## config.mk

```make
export PLATFORM = sky130hd
export DESIGN_NAME = fifo_mem_ctrl
export DESIGN_NICKNAME = d
export VERILOG_FILES = /design/src/rtl/fifo_mem_ctrl.sv
export SDC_FILE = /design/constraint.sdc
export NUM_CORES = 1
export LEC_CHECK = 0
export BUFFER_PORTS_ARGS = -buffer_cell sky130_fd_sc_hd__buf_4
export CAP_MARGIN = 20
export CORE_MARGIN = 4
export CORE_UTILIZATION = 40
export CTS_BUF_LIST = sky130_fd_sc_hd__clkbuf_8
export CTS_CLUSTER_SIZE = 24
export DETAILED_ROUTE_END_ITERATION = 16
export PLACE_DENSITY = 0.6
export SLEW_MARGIN = 20
export SYNTH_ARGS = -nofsm -noshare
export SYNTH_HDL_FRONTEND = slang
export SYNTH_SLANG_ARGS = --single-unit
```

## constraint.sdc

```tcl
create_clock -name clk -period 2 [get_ports clk]
set_input_delay 0.2 -clock clk [delete_from_list [all_inputs] [get_ports clk]]
set_output_delay 0.2 -clock clk [all_outputs]
set_load 0.05 [all_outputs]
```

## src/rtl/fifo_mem_ctrl.sv

```systemverilog
// Synchronous single-clock FIFO with registered read port, occupancy count,
// threshold flags and sticky overflow/underflow error flags.
module fifo_mem_ctrl #(
  parameter int DATA_SIZE       = 6,
  parameter int MAIN_QUEUE_SIZE = 3,
  parameter int AF_TH           = 6,
  parameter int AE_TH           = 1
) (
  input  logic                       clk,
  input  logic                       reset,
  input  logic                       push,
  input  logic                       pop,
  input  logic [DATA_SIZE-1:0]       data_in,
  output logic [DATA_SIZE-1:0]       data_out,
  output logic                       valid_out,
  output logic                       full,
  output logic                       empty,
  output logic                       almost_full,
  output logic                       almost_empty,
  output logic [MAIN_QUEUE_SIZE:0]   count,
  output logic                       overflow_err,
  output logic                       underflow_err
);

  localparam int DEPTH = 2 ** MAIN_QUEUE_SIZE;
  localparam int CW    = MAIN_QUEUE_SIZE + 1;

  localparam logic [CW-1:0] DEPTH_C = CW'(DEPTH);
  localparam logic [CW-1:0] AF_C    = CW'(AF_TH);
  localparam logic [CW-1:0] AE_C    = CW'(AE_TH);

  logic [DATA_SIZE-1:0]       mem [DEPTH];
  logic [MAIN_QUEUE_SIZE-1:0] wr_ptr_reg;
  logic [MAIN_QUEUE_SIZE-1:0] rd_ptr_reg;
  logic [CW-1:0]              count_reg;
  logic [CW-1:0]              count_next;
  logic [DATA_SIZE-1:0]       data_out_reg;
  logic                       valid_reg;
  logic                       overflow_reg;
  logic                       underflow_reg;

  logic full_int;
  logic empty_int;
  logic push_ok;
  logic pop_ok;

  assign full_int  = (count_reg == DEPTH_C);
  assign empty_int = (count_reg == '0);

  // A push into a full FIFO is still accepted when a pop frees the head slot
  // in the same cycle; a pop from an empty FIFO never bypasses the push.
  assign push_ok = push && (!full_int || pop);
  assign pop_ok  = pop && !empty_int;

  always_comb begin
    count_next = count_reg;
    case ({push_ok, pop_ok})
      2'b10:   count_next = count_reg + 1'b1;
      2'b01:   count_next = count_reg - 1'b1;
      default: count_next = count_reg;
    endcase
  end

  // Storage is never cleared; only the pointers and count define its content.
  always_ff @(posedge clk) begin
    if (!reset && push_ok) begin
      mem[wr_ptr_reg] <= data_in;
    end
  end

  always_ff @(posedge clk) begin
    if (reset) begin
      wr_ptr_reg    <= '0;
      rd_ptr_reg    <= '0;
      count_reg     <= '0;
      data_out_reg  <= '0;
      valid_reg     <= 1'b0;
      overflow_reg  <= 1'b0;
      underflow_reg <= 1'b0;
    end else begin
      count_reg <= count_next;
      valid_reg <= pop_ok;
      if (push_ok) begin
        wr_ptr_reg <= wr_ptr_reg + 1'b1;
      end
      // Reading the old word here means a full push+pop sees the head
      // before the same slot is overwritten.
      if (pop_ok) begin
        rd_ptr_reg   <= rd_ptr_reg + 1'b1;
        data_out_reg <= mem[rd_ptr_reg];
      end
      if (push && full_int && !pop) begin
        overflow_reg <= 1'b1;
      end
      if (pop && empty_int) begin
        underflow_reg <= 1'b1;
      end
    end
  end

  assign data_out      = data_out_reg;
  assign valid_out     = valid_reg;
  assign count         = count_reg;
  assign full          = full_int;
  assign empty         = empty_int;
  assign almost_full   = (count_reg >= AF_C);
  assign almost_empty  = (count_reg <= AE_C);
  assign overflow_err  = overflow_reg;
  assign underflow_err = underflow_reg;

endmodule

```

==> summary.md, run 1 <==
| Metric | Value |
|---|---|
| Total overflow reported by the global router | 0 |
| Number of antenna diodes | 0 |
| Yosys synthesis warning count | 0 |
| Required @ worst endpoint | 2.22 ns |
| Hold Path Sink | mem[7][1] |
| Outcome | complete, no violations |
| Maximum number of pins on one net before global-route repair | 19 |
| FFs w/ async S/R, synth | 0% |
| Total number of clock tree sinks | 67 |
| Final Worst Setup Slack | 0.0371 ns |
| FF+latch count, synth | 67 |
| GRT Util Overall | 14.7% |
| Filler Cell Count | 564 |
| Leading cell types by total area after synthesis | edfxtp_1 (53%), dfxtp_1 (14%), mux2i_1 (9.5%) |
| Fraction of layout cells with a size suffix above 1 | 34.4% |
| DIE WIDTH | 90.6 µm |
| Worst slew margin relative to its limit | 63.4% |
| Number of antenna violations at the first check in global routing | 0 |
| Total number of vias | 1,667 |
| Dominant synthesized flop cell | edfxtp_1 |
| Depth of the worst register-to-register path | 11 |
| Average footprint of a synthesized cell | 14.4 µm² |
| Clock latency on the worst-skew pair | 0.34 ns |
| Total half-perimeter wirelength after legalization and detailed placement | 3.76 mm |
| Sequential cell area fraction in the yosys report | 66.8% |
| 1st-pass router iterations | 4 |
| Buffer cell driving the clock tree root | clkbuf_8 |
| IO Pins | 27 |
| Max Clock Freq | 509 MHz |
| Worst Tran Pin Value | 0.548 ns |
| Worst hold path stage count | 1 |
| Cell taking the most area after synthesis | edfxtp_1 |
| Total leakage power | 0.00126 µW |
| Worst ir drop on vdd | 0.000900 V |
| Maximum net fanout on the critical path | 3 |
| Critical path class | flip-flop to flip-flop |
| Via count of the first global-routing pass | 1,723 |
| Hold slack | 0.0944 ns |
| Hold Path Origin | data_in[1] |
| End of the worst register-to-register path | count[3] |
| WL final | 5.56 mm |
| Number of I/O port buffers | 26 |
| Clock Skews | 0.00660 ns |
| Setup crit start kind | flip-flop |
| Global-route wire length before repair | 8.98 mm |
| Arrival @ worst endpoint | 2.19 ns |
| DRC errors left | 0 |
| Growth of design area from synthesis to finish | 25.1% |
| Vias per cell | 5.15 |
| 1st-iter DRT viols | 55 |
| Remaining number of nets flagged by the antenna check after routing | 0 |
| Number of enable flip-flop cells after synthesis | 48 |
| Number of buffers added by the clock tree synthesis step | 9 |
| NumNets Final | 260 |
| Initial Util | 42.0% |
| Setup-violating endpoint count in the final report | 0 |
| Nature of the critical path endpoint | flip-flop |
| Time the final worst path needs with I/O delays and setup | 1.96 ns |
| Die Span Y | 90.6 µm |
| Layout Cells excl Fill | 324 |
| Placement Setup Slack | 0.00936 ns |
| Hold Crit Class | primary input to flip-flop |
| Commonest non-fill, non-tap cell in the layout | buf_4 |
| Site row count | 29 |
| Register-to-Register Setup Slack | 0.04 ns |
| Max cap viols | 0 |
| Post-detailed-route wirelength per cell | 17.2 µm |
| Setup tns final | 0 ns |
| Clock-pin slew on the worst setup and hold paths | 0.06 ns |
| Number of levels the H-tree was split into | 3 |
| Pwr per Cell Area | 1290 mW/mm² |
| Fraction of synthesized cell area taken by the top area cell type | 52.9% |
| Netlist area before placement | 0.00273 mm² |
| Unrepaired setup endpoints after global routing | yes |
| Share of the cycle needed by the critical path after routing | 98.1% |
| Core region area | 0.00649 mm² |
| Cell count after synthesis | 189 |
| CTS Hold Bufs | 0 |
| Final hold violations | 0 |
| Placed Cells | 309 |
| Die footprint | 0.00820 mm² |
| TritonCTS clock tree | built |
| Overall power of the completed layout | 4400 µW |
| Launch point of the worst reg-to-reg path | count[1] |
| Largest register FFs | 48 |
| Bufs on Longest Clock Path | 2 |
| Count of final max-slew check failures | 0 |
| GP Congestion | 0.720 |
| Commonest non-fill, non-tap cells in the layout | buf_4 (49), edfxtp_1 (48), mux2i_1 (26) |
| Unique cell type count in the Yosys netlist | 39 |
| Post-synth net total | 206 |
report_power, final:
part           internal (µW)  switching, µW  total, µW  leakage (µW)
sequential              1610           76.4       1680      0.000591
combinational            698            995       1690      0.000568
clock                    549            472       1020     0.0000965
layer usage:
layer | part of all wire [%] | global-route usage (%) | routed length (µm)
met5 | 0 | 0 | 0
met4 | 2.4 | 6.76 | 136
met3 | 5.1 | 5.25 | 286
met2 | 48 | 23.0 | 2660
met1 | 44 | 18.2 | 2470
cell families after synthesis:
group / count (synthesis) / share of synthesized area [%]
multiplexers: 26 / 9.55
AO/OA/AOI/OAI: 30 / 8.31
adder cells (fa/ha/maj): 7 / 3.21
buffers and inverters: 12 / 1.97
XOR/XNOR: 6 / 1.93
AND/OR/NAND/NOR: 41 / 8.21
flip-flops: 67 / 66.8
worst max-delay path, stage by stage, from the launching register on:
cell and delay [ns]:
dfxtp_4 0.35, inv_4 0.06, ha_4 0.14, or3b_4 0.39, nand2_4 0.08, inv_4 0.04
ha_4 0.15, buf_4 0.13, nand4b_1 0.17, a21oi_2 0.16, xnor2_1 0.12, nor2_1 0.05
how the worst max path moves through the flow:
| stage | depth (start not counted) | slack (ns) | end | start |
|---|---|---|---|---|
| after floorplan | 10 | -0.11 | count[3] | count[0] |
| after global placement | 11 | 0.07 | count[3] | count[0] |
| after detailed placement | 11 | 0.009 | count[3] | count[0] |
| after CTS | 11 | 0.01 | count[3] | count[0] |
| after global routing | 9 | -0.08 | count[3] | count[1] |
| final | 11 | 0.04 | count[3] | count[1] |
metrics by stage:
step / instance area [µm²] / util (%)
after floorplan: 2780 / -
after global placement: 3220 / 49.5
after CTS: 3390 / 52.2
final: 3410 / 52.5
after detailed placement: 3220 / 49.5
after global routing: 3410 / 52.5
repair_timing:
action                                 in CTS  in global routing
setup buffers                               0                  0
endpoints found under the hold margin       0                  0
resized for setup                           0                  7
cloned                                      0                  0
setup endpoints to repair                   1                 13
pin swaps                                   2                  5
synthesized netlist by cell type (all sizes together), types with 2 or more instances:
master / instances
edfxtp: 48
mux2i: 26
dfxtp: 19
nor2: 18
a22oi: 12
ha: 7
a32o: 6
inv: 6
a21oi: 5
nand2: 5
buf: 4
xor2: 4
nor3: 3
o21ai: 3
clkbuf: 2
nand2b: 2
nand3b: 2
nor2b: 2
nor4: 2
o211ai: 2
xnor2: 2
layout make-up:
| type | count | area, µm² | area share, % |
|---|---|---|---|
| Sequential cell | 67 | 1830 | 53.7 |
| Multi-Input combinational cell | 110 | 911 | 26.7 |
| Timing Repair Buffer | 49 | 368 | 10.8 |
| Clock buffer | 9 | 124 | 3.63 |
| Tap cell | 77 | 96.3 | 2.82 |
| Clock inverter | 6 | 50.0 | 1.47 |
| Inverter | 6 | 30.0 | 0.880 |
Power figures use the tool's default switching activity.
==> run 2, diff against run 1 <==
--- a/config.mk
+++ b/config.mk
@@ -10,7 +10,6 @@
 export CORE_MARGIN = 4
 export CORE_UTILIZATION = 40
 export CTS_BUF_LIST = sky130_fd_sc_hd__clkbuf_8
-export CTS_CLUSTER_SIZE = 24
 export DETAILED_ROUTE_END_ITERATION = 16
 export PLACE_DENSITY = 0.6
 export SLEW_MARGIN = 20
==> constraint.sdc (replaced) <==
create_clock -name clk -period 1.8 [get_ports clk]
set_input_delay 0.18 -clock clk [delete_from_list [all_inputs] [get_ports clk]]
set_output_delay 0.18 -clock clk [all_outputs]
set_load 0.05 [all_outputs]
==> summary.md, run 2 (synthesis results as in run 1) <==
| Metric | Value |
|---|---|
| Largest register FFs | 48 |
| Number of buffers added by the clock tree synthesis step | 9 |
| Maximum number of pins on one net before global-route repair | 27 |
| Global-route wire length before repair | 8.86 mm |
| Peak per-stage delay on the critical path | 0.40 ns |
| Clock Skews | 0.0117 ns |
| TritonCTS clock tree | built |
| Crit path cell chain | inv_4 -> ha_4 -> or3b_4 -> nand2_4 -> inv_4 -> ha_4 -> buf_4 -> buf_4 -> xor2_1 -> nor2_1 -> a211oi_1 |
| Commonest non-fill, non-tap cells in the layout | buf_4 (50), edfxtp_1 (48), mux2i_1 (26) |
| Clock-pin slew on the worst setup and hold paths | 0.08 ns |
| Die Span Y | 90.6 µm |
| Commonest non-fill, non-tap cell in the layout | buf_4 |
| WL final | 5.63 mm |
| Nature of the critical path endpoint | flip-flop |
| Total overflow reported by the global router | 0 |
| Final Worst Setup Slack | -0.133 ns |
| Worst Tran Pin Value | 0.669 ns |
| Vias per cell | 5.14 |
| Slowest stage cell on the critical path | or3b_4 |
| Pwr per Cell Area | 1470 mW/mm² |
| Site row count | 29 |
| GRT Util Overall | 14.5% |
| Growth of design area from synthesis to finish | 36.0% |
| Post-detailed-route wirelength per cell | 16.6 µm |
| Bufs on Longest Clock Path | 2 |
| Total number of clock tree sinks | 67 |
| Setup crit start kind | flip-flop |
| 1st-iter DRT viols | 89 |
| Time the final worst path needs with I/O delays and setup | 1.93 ns |
| Count of final max-slew check failures | 0 |
| Fraction of layout cells with a size suffix above 1 | 40.6% |
| Via count of the first global-routing pass | 1,719 |
| Final hold violations | 0 |
| Max Clock Freq | 517 MHz |
| Number of antenna violations at the first check in global routing | 0 |
| Number of I/O port buffers | 26 |
| Initial Util | 42.0% |
| 1st-pass router iterations | 4 |
| Hold Crit Class | primary input to flip-flop |
| DIE WIDTH | 90.6 µm |
| Maximum net fanout on the critical path | 4 |
| Overall power of the completed layout | 5470 µW |
| Critical path class | flip-flop to flip-flop |
| Placement Setup Slack | -0.152 ns |
| Buffer cell driving the clock tree root | clkbuf_8 |
| Share of the cycle needed by the critical path after routing | 107% |
| Worst slew margin relative to its limit | 55.2% |
| Setup-violating endpoint count in the final report | 26 |
| Total half-perimeter wirelength after legalization and detailed placement | 3.73 mm |
| Filler Cell Count | 526 |
| Number of antenna diodes | 0 |
| Total leakage power | 0.00137 µW |
| CTS Hold Bufs | 0 |
| GP Congestion | 0.756 |
| Core region area | 0.00649 mm² |
| Outcome | complete, but fails checks |
| Number of levels the H-tree was split into | 3 |
| Required @ worst endpoint | 2.05 ns |
| IO Pins | 27 |
| Clock latency on the worst-skew pair | 0.34 ns |
| Max cap viols | 0 |
| Hold slack | 0.0732 ns |
| Worst ir drop on vdd | 0.00138 V |
| Arrival @ worst endpoint | 2.19 ns |
| Violated checks | negative setup slack |
| NumNets Final | 273 |
| Total number of vias | 1,737 |
| DRC errors left | 0 |
| Die footprint | 0.00820 mm² |
| Unrepaired setup endpoints after global routing | yes |
| Remaining number of nets flagged by the antenna check after routing | 0 |
==> run 2: power by group <==
group / switching [µW] / leakage, µW / internal [µW]
sequential: 76.1 / 0.000591 / 1780
combinational: 1190 / 0.000654 / 930
clock: 569 / 0.000121 / 917
total: 1830 / 0.00137 / 3630
==> run 2: repair_timing <==
item | CTS | global route
pin swaps | 4 | 10
endpoints found under the setup margin | 51 | 50
cloned | 0 | 0
gates resized for setup | 9 | 15
buffers inserted | 7 | 6
==> run 2: metrics by stage <==
stage	area, µm²	std cells	util [%]	TNS, ns
floorplan	2810	189	-	-2.99
global placement	3270	311	50.3	-2.64
finish	3710	338	57.1	-1.99
CTS	3590	334	55.3	-1.21
detailed placement	3270	311	50.3	-3.89
global route	3710	338	57.1	-4.37
==> run 2: per-layer routing <==
metal | up-vias | part of all wire, % | wire length (µm) | global-route usage [%]
met2 | 44 | 51 | 2860 | 24.3
met3 | 6 | 6.1 | 342 | 5.00
met4 | 0 | 1.2 | 68 | 5.74
li1 | 853 | - | - | -
met5 | - | 0 | 0 | 0
met1 | 834 | 42 | 2360 | 16.9
==> run 2: final cells by class <==
| class | instances | area, µm² | share of cell area, % |
|---|---|---|---|
| clock buffers | 9 | 124 | 3.34 |
| clock inverters | 7 | 115 | 3.10 |
| inverters | 6 | 32.5 | 0.877 |
| multi-input cells | 110 | 968 | 26.1 |
| flip-flops and latches | 67 | 1830 | 49.4 |
| well taps | 77 | 96.3 | 2.60 |
| repair buffers | 62 | 541 | 14.6 |
==> run 2: path summary, 6_finish.rpt <==
path                            cells after the start           end         start  slack [ns]
worst max register to register                     11      count[1]      count[0]       -0.13
worst min register to register                      2  overflow_err  overflow_err        0.47
worst max-delay path                               11      count[1]      count[0]       -0.13
worst min-delay path                                1     mem[2][1]    data_in[1]        0.07
==> run 2: worst max-delay path: cells and delay by family, from the launching register on <==
kind / cells / cell delay (ns)
simple gates: 3 / 0.54
buf+inv: 4 / 0.35
flops: 1 / 0.35
compound gates: 1 / 0.19
fa+ha+maj: 2 / 0.28
xor+xnor: 1 / 0.13
